File: config.mk
export PLATFORM = sky130hd
export DESIGN_NAME = input_cmd_queue
export DESIGN_NICKNAME = d
export VERILOG_FILES = /design/src/rtl/input_pkg.sv /design/src/rtl/cmd_fifo.sv /design/src/rtl/input_cmd_queue.sv
export SDC_FILE = /design/constraint.sdc
export NUM_CORES = 1
export LEC_CHECK = 0
export BUFFER_PORTS_ARGS = -buffer_cell sky130_fd_sc_hd__buf_2
export CORE_MARGIN = 5
export CORE_UTILIZATION = 43
export DETAILED_ROUTE_END_ITERATION = 8
export RECOVER_POWER = 100
export SYNTH_ARGS = -nofsm -noshare
export SYNTH_HDL_FRONTEND = slang
export SYNTH_SLANG_ARGS = --single-unit
File: constraint.sdc
create_clock -name clk -period 2.6 [get_ports clk]
set_clock_uncertainty 0.15 [all_clocks]
set_input_delay 0.26 -clock clk [delete_from_list [all_inputs] [get_ports clk]]
set_output_delay 0.26 -clock clk [all_outputs]
set_load 0.02 [all_outputs]
File: src/rtl/input_pkg.sv
// Shared types for the input command queue: command encoding, arbiter
// priority order and the priority-select helper.
package input_pkg;

  typedef enum logic [1:0] {
    CMD_UP    = 2'd0,
    CMD_DOWN  = 2'd1,
    CMD_LEFT  = 2'd2,
    CMD_RIGHT = 2'd3
  } cmd_t;

  localparam int unsigned NUM_DIRS = 4;

  // Highest priority first.
  localparam cmd_t PRIO_ORDER [NUM_DIRS] = '{CMD_DOWN, CMD_LEFT, CMD_RIGHT, CMD_UP};

  // Returns the highest-priority pending direction (CMD_UP if none pending;
  // callers qualify with |pend).
  function automatic cmd_t arb_select(input logic [NUM_DIRS-1:0] pend);
    cmd_t sel;
    logic found;
    sel   = CMD_UP;
    found = 1'b0;
    for (int unsigned i = 0; i < NUM_DIRS; i++) begin
      if (!found && pend[PRIO_ORDER[i]]) begin
        sel   = PRIO_ORDER[i];
        found = 1'b1;
      end
    end
    return sel;
  endfunction

endpackage

File: src/rtl/cmd_fifo.sv
// Synchronous FIFO of command codes. Push while full is accepted only when a
// pop happens on the same edge; pop while empty is ignored.
module cmd_fifo
  import input_pkg::*;
#(
  parameter int unsigned DEPTH = 4
) (
  input  logic                     clk,
  input  logic                     rst,
  input  logic                     push,
  input  cmd_t                     din,
  input  logic                     pop,
  output cmd_t                     dout,
  output logic                     full,
  output logic                     empty,
  output logic [$clog2(DEPTH):0]   level
);

  localparam int unsigned PW = $clog2(DEPTH);
  typedef logic [PW-1:0] ptr_t;
  typedef logic [PW:0]   lvl_t;

  cmd_t mem_q [DEPTH];
  cmd_t mem_d [DEPTH];
  ptr_t wr_ptr_q, wr_ptr_d;
  ptr_t rd_ptr_q, rd_ptr_d;
  lvl_t level_q, level_d;
  logic do_push;
  logic do_pop;

  assign full  = (level_q == lvl_t'(DEPTH));
  assign empty = (level_q == '0);
  assign level = level_q;
  assign dout  = mem_q[rd_ptr_q];

  // Next-state for storage, pointers (natural power-of-two wrap) and occupancy.
  always_comb begin
    do_pop   = pop && !empty;
    do_push  = push && (!full || do_pop);
    mem_d    = mem_q;
    wr_ptr_d = wr_ptr_q;
    rd_ptr_d = rd_ptr_q;
    level_d  = level_q;
    if (do_push) begin
      mem_d[wr_ptr_q] = din;
      wr_ptr_d        = wr_ptr_q + ptr_t'(1);
    end
    if (do_pop) begin
      rd_ptr_d = rd_ptr_q + ptr_t'(1);
    end
    case ({do_push, do_pop})
      2'b10:   level_d = level_q + lvl_t'(1);
      2'b01:   level_d = level_q - lvl_t'(1);
      default: level_d = level_q;
    endcase
  end

  // State registers; reset clears storage so the head reads CMD_UP.
  always_ff @(posedge clk) begin
    if (rst) begin
      for (int unsigned i = 0; i < DEPTH; i++) begin
        mem_q[i] <= CMD_UP;
      end
      wr_ptr_q <= '0;
      rd_ptr_q <= '0;
      level_q  <= '0;
    end else begin
      mem_q    <= mem_d;
      wr_ptr_q <= wr_ptr_d;
      rd_ptr_q <= rd_ptr_d;
      level_q  <= level_d;
    end
  end

endmodule

File: src/rtl/input_cmd_queue.sv
// Button-press command queue: per-direction pending bits, fixed-priority
// arbiter (down > left > right > up) and a command FIFO.
// Optional feature: define INPUT_CMD_QUEUE_STATS_EN to add the drop_cnt
// output counting presses merged into an already-pending direction.
module input_cmd_queue
  import input_pkg::*;
#(
  parameter int unsigned DEPTH = 4
) (
  input  logic                     clk,
  input  logic                     rst,
  input  logic                     up,
  input  logic                     down,
  input  logic                     left,
  input  logic                     right,
  output logic [1:0]               cmd,
  output logic                     cmd_valid,
  input  logic                     cmd_ready,
  output logic [$clog2(DEPTH):0]   level
`ifdef INPUT_CMD_QUEUE_STATS_EN
  ,
  output logic [7:0]               drop_cnt
`endif
);

  logic [NUM_DIRS-1:0] pulse;
  logic [NUM_DIRS-1:0] pend_q, pend_d;
  logic [NUM_DIRS-1:0] clr;
  cmd_t                sel;
  cmd_t                fifo_dout;
  logic                fifo_full;
  logic                fifo_empty;
  logic                push;
  logic                pop;

  // Bit positions follow the cmd_t encoding.
  assign pulse     = {right, left, down, up};
  assign cmd_valid = !fifo_empty;
  assign cmd       = fifo_dout;
  assign pop       = cmd_valid && cmd_ready;

  // Arbitration and pending update; a pulse coinciding with its own clear
  // re-arms the bit so it becomes a second entry.
  always_comb begin
    sel  = arb_select(pend_q);
    push = (|pend_q) && (!fifo_full || pop);
    clr  = '0;
    if (push) begin
      clr[sel] = 1'b1;
    end
    pend_d = pulse | (pend_q & ~clr);
  end

  // Pending-bit register.
  always_ff @(posedge clk) begin
    if (rst) begin
      pend_q <= '0;
    end else begin
      pend_q <= pend_d;
    end
  end

`ifdef INPUT_CMD_QUEUE_STATS_EN
  logic [7:0]          drop_cnt_q, drop_cnt_d;
  logic [NUM_DIRS-1:0] merged;
  logic [8:0]          drop_sum;

  assign drop_cnt = drop_cnt_q;

  // Count presses absorbed by a still-pending bit, saturating at 255.
  always_comb begin
    merged   = pulse & pend_q & ~clr;
    drop_sum = {1'b0, drop_cnt_q};
    for (int unsigned i = 0; i < NUM_DIRS; i++) begin
      drop_sum = drop_sum + {8'd0, merged[i]};
    end
    drop_cnt_d = (drop_sum > 9'd255) ? 8'd255 : drop_sum[7:0];
  end

  // Drop counter register.
  always_ff @(posedge clk) begin
    if (rst) begin
      drop_cnt_q <= '0;
    end else begin
      drop_cnt_q <= drop_cnt_d;
    end
  end
`endif

  cmd_fifo #(
    .DEPTH (DEPTH)
  ) u_fifo (
    .clk   (clk),
    .rst   (rst),
    .push  (push),
    .din   (sel),
    .pop   (pop),
    .dout  (fifo_dout),
    .full  (fifo_full),
    .empty (fifo_empty),
    .level (level)
  );

endmodule

# Yosys cells after proc, flatten, opt, wreduce, memory -nomap -nowiden
# Cells that the tools add are included.
# word_totals
regBits	19
input_bits	7
wordCells	61
# classes
add_sub_neg	4
magnitude_cmp	5
eq_ne	3
mux	17
bitwise	5
n_reduce_logical	19
# ops
op	n
$mux 2	6
$logic_and 1x1->1	9
$bwmux 8	1
$ge 3x3->1 const B	2
$not 2->3	2
$pmux 3 s2	1
$logic_not 1->1	5
$mux 1	5
$add 2x1->2 const B	2
$and 4x4->4	1
$bmux 2 s2	1
$demux 2 s2	1
$mux 4	1
$not 4->4	1
$or 4x4->4	1
$reduce_or 4->1	1
$add 3x1->3 const B	1
$eq 3x3->1 const B	1
$logic_not 3->1	1
$lt 2x3->1 const B	1
$lt 3x1->1 const B	1
$sub 3x1->3 const B	1
$demux 1 s2	1
$eq 2x1->1 const B	1
other kinds (4)	5

# Longest topological paths before layout
# depth
depth_word	18
mapped_depth	9

# Modules after synthesis
# Synthesis repeated with hierarchy kept, for this count alone.
# hier_totals
hier_cells	106
area_unflattened_um2	994.7
# modules_own_cells
mod	instances	cells_per_inst	area_each_um2	seq_area_each_um2
cmd_fifo	1	81	797.0	300.3
input_cmd_queue	1	25	197.7	80.1

# Worst setup path after synthesis
# OpenSTA, ideal clock, no wires.
# synth_path
path_type	register to register
from	reg u_fifo.level_q[2], in the netlist u_fifo.level[2]
to	reg u_fifo.level_q[2], in the netlist u_fifo.level[2]
setup_ns	0.071
arrival_ns	2.309
t_required_ns	2.379
setup_slack_ns	0.070
stages_incl_launch_ff	10
n_path_buf	1
cell_sequence	dfxtp_1 > or4b_1 > buf_2 > nand2_1 > ha_1 > inv_1 > fa_1 > xor2_1 > or3_1 > a21oi_1
# synth_via
elab_chain_len	8
elab_cells_between_ends	16
cone_classes	2 x add/sub; 3 x eq/ne; 1 x mux; 10 x reduce/logical
# synth_lines
element	line	source
from (decl)	cmd_fifo.sv:27	lvl_t level_q, level_d;
from (signal assigned)	cmd_fifo.sv:71	level_q <= level_d;
$logic_not 3->1	cmd_fifo.sv:32	assign empty = (level_q == '0);
$logic_not 1->1	cmd_fifo.sv:38, input_cmd_queue.sv:38	
$logic_and 1x1->1	input_cmd_queue.sv:40	assign pop = cmd_valid && cmd_ready;
$logic_or 1x1->1 / $logic_and 1x1->1 (equally long branches)	input_cmd_queue.sv:46, cmd_fifo.sv:38	
$logic_and 1x1->1 / $logic_or 1x1->1 (equally long branches)	input_cmd_queue.sv:46, cmd_fifo.sv:39	
$logic_and 1x1->1	cmd_fifo.sv:39	do_push = push && (!full || do_pop);
$eq 2x1->1 / $eq 2x2->1 (equally long branches)	cmd_fifo.sv:51	case ({do_push, do_pop})
$pmux 3 s2 / $reduce_bool 2->1 (equally long branches)	n/a	
# Several ways; a longest one is shown, not always the timed one.
# A chain may end at the register's enable or synchronous reset.

# Worst setup path after layout
# layout_path
from	reg pend_q[3]
to	reg u_fifo.level_q[2], in the netlist u_fifo.level[2]
# layout_via
elab_chain_len	5
elab_cells_between_ends	7
cone_classes	2 x eq/ne; 1 x mux; 4 x reduce/logical
# layout_lines
element	line	source
from (decl)	input_cmd_queue.sv:27	logic [NUM_DIRS-1:0] pend_q, pend_d;
from (signal assigned)	input_cmd_queue.sv:59	pend_q <= pend_d;
$reduce_or 4->1 *	input_cmd_queue.sv:46	push = (|pend_q) && (!fifo_full || pop);
$logic_and 1x1->1 *	input_cmd_queue.sv:46	
$logic_and 1x1->1 *	cmd_fifo.sv:39	
$eq 2x1->1 / $eq 2x2->1 (equally long branches)	cmd_fifo.sv:51	
$pmux 3 s2 / $reduce_bool 2->1 (equally long branches)	n/a	
# Every way passes the cells marked *; elsewhere a longest branch is shown, timed or not.

==> reports/metrics.cfg <==
[finish]
area_growth_pct=9.73
layout_commonest_cell=dfxtp_1
diodes=0
fin_cells=142
final_layout_size_suffix_gt1_share_pct=12.3
final_nets=128
design_area_um2=1060

[timing]
period_share_pct=93.9
hold_violations=0
fin_setup_tns_ns=0
max_freq_ghz=0.410
slew_headroom_pct=36.8
worst_pin_slew_ns=0.935
rsz0062_at_grt=false
setup_viol=0
slew_violations=0
timing.hold.ws_ns=0.0300
period_needed_ns=2.44

[worst_setup_path]
crit_type=register to register
crit_fanout=6
cp-start-kind=register
r2r_setup_slack_ns=0.16
crit_path_start=pend_q[3]
rr_endpoint=u_fifo.level[2]
reg2reg_from=pend_q[3]
critical_path.endpoint=u_fifo.level[2]
cp-end-kind=register
worst-r2r-cell-count=8
worstPathRequired_ns=2.68
worstPathArrival_ns=2.52

[floorplan]
coreArea_um2=2170
initial_core_util_pct=44.5
io_pins=13
die_y_um=57.4
num_rows=17
die_w_um=57.4
die_area_um2=3290

[global_route]
antenna_found_initial=0
grt_first_pass_wirelength_um=3060
grt_max_degree=22
grt-ovfl-total=0
grt_pass1_vias=704
gr-usage-all-layers_pct=11.7

[clock_network]
cts_max_level=1
clock-sinks=19
cts-root-buf=clkbuf_4
clk_latency_ns=0.29
cts.clk_slew.worst_paths_ns=0.11
cts_tree=built
numCtsBuffers=3
post_cts_buffers=0
clk_path_buf_depth=2
hold_buffers=0
cts_resized=0

[drt]
drc=0
wl_per_cell_um=12.8
vias=720
dr.pass1.iters=4
first_iter_violations=8
drt-total-wl_um=1820
antenna_left=0
vias_per_cell=5.07

[power_and_ir_drop]
ir_drop_uv=563
power_mw=0.886
p_leak_nw=0.461
power-per-cell-area_nw_per_um2=837

[place]
dp_hpwl_um=1420
routabilityCongestion=0.711
dp.cells=138
portBuffers=12
dpl-instance-area_um2=1070

[synthesis]
synthCells=98
synth_fp_nets=111
yosys_warnings=0
yosysSeqAreaShare_pct=39.4
syn-cell-area_um2=965
synth_seq_cells=19
synth.distinct_cells=28
syn_avg_cell_area_um2=9.84

[job]
cap_violations=0

[worst_hold_path]
holdCritPathClass=primary input to register

[outcome]
run_status=finished, final reports clean

-- cells by family after synthesis --
logic type,after synthesis,synth area share (%)
and+or+nand+nor,29,19.5
DFF,19,39.4
buffers and inverters,12,4.93
adders and majority gates,6,8.56
AOI/OAI and AO/OA,18,11.0
muxes,10,13.0
xor gates and xnor gates,4,3.63
-- where the power goes --
part,switching [mW],total (mW),internal (mW),leakage [nW]
clock,0.0894,0.147,0.0571,0.0177
combinational,0.206,0.354,0.148,0.287
sequential,0.0455,0.386,0.340,0.156
-- Yosys cell counts --
master | count | area share [%]
dfxtp_1 | 19 | 39
a21oi_1 | 8 | 4.2
inv_1 | 8 | 3.1
mux2i_1 | 8 | 8.3
nand2b_1 | 8 | 5.2
nor2_1 | 7 | 2.7
ha_1 | 5 | 6.5
o21ai_0 | 5 | 2.6
nand3_2 | 4 | 4.2
xor2_1 | 3 | 2.7
buf_2 | 2 | 1.0
clkbuf_1 | 2 | 0.78
mux4_2 | 2 | 4.7
nand3_1 | 2 | 1.0
or3_1 | 2 | 1.3
fa_1 | 1 | 2.1
nand2_1 | 1 | 0.39
nor2b_1 | 1 | 0.65
nor4_1 | 1 | 0.65
nor4b_2 | 1 | 1.6
o21bai_1 | 1 | 0.78
o311ai_0 | 1 | 0.91
o31a_1 | 1 | 0.91
o31ai_1 | 1 | 0.78
o41ai_1 | 1 | 0.91
or4_1 | 1 | 0.78
or4b_1 | 1 | 1.0
xnor2_1 | 1 | 0.91
-- per-stage QoR --
stage | util [%] | worst slack (ns)
finish | 48.8 | 0.159
floorplan | - | 0.0705
detailed placement | 49.4 | 0.177
CTS | 50.7 | 0.143
global route | 48.8 | 0.0168
global placement | 49.4 | 0.260
-- registers in the layout (all words and copies together), names as in the netlist --
name             cells
u_fifo.level         3
u_fifo.rd_ptr_q      2
pend_q               4
u_fifo.wr_ptr_q      2
u_fifo.mem_q         8
-- critical path, cell delays in order, from the launching register on --
cell and delay [ns]:
dfxtp_1 0.36, or4_1 0.56, nand2_1 0.09, ha_1 0.18, inv_1 0.06, fa_1 0.37
xor2_1 0.16, or3_1 0.31, a21oi_1 0.14
-- area by class of cell --
cell class              count  area (µm²)
clock buffers               3        22.5
clock inverters             1        5.00
fillers                   216        1110
inverters                   8        30.0
multi-input cells          67         510
flip-flops and latches     19         380
well taps                  28        35.0
repair buffers             16        75.1
-- layer usage --
layer	wire, µm	vias to the layer above	track usage (%)
met2	932	10	19.4
met4	14	0	4.97
li1	-	374	-
met3	73	2	2.49
met5	0	-	0
met1	798	334	14.5
-- worst min path at each step --
stage / start / to / depth (start not counted)
after floorplan: down / pend_q[1] / 2
after global placement: u_fifo.mem_q[7] / u_fifo.mem_q[7] / 2
after detailed placement: u_fifo.mem_q[1] / u_fifo.mem_q[1] / 2
after CTS: down / pend_q[1] / 3
after global routing: down / pend_q[1] / 3
final: down / pend_q[1] / 3
No activity file was read; power rests on OpenSTA's default activity.
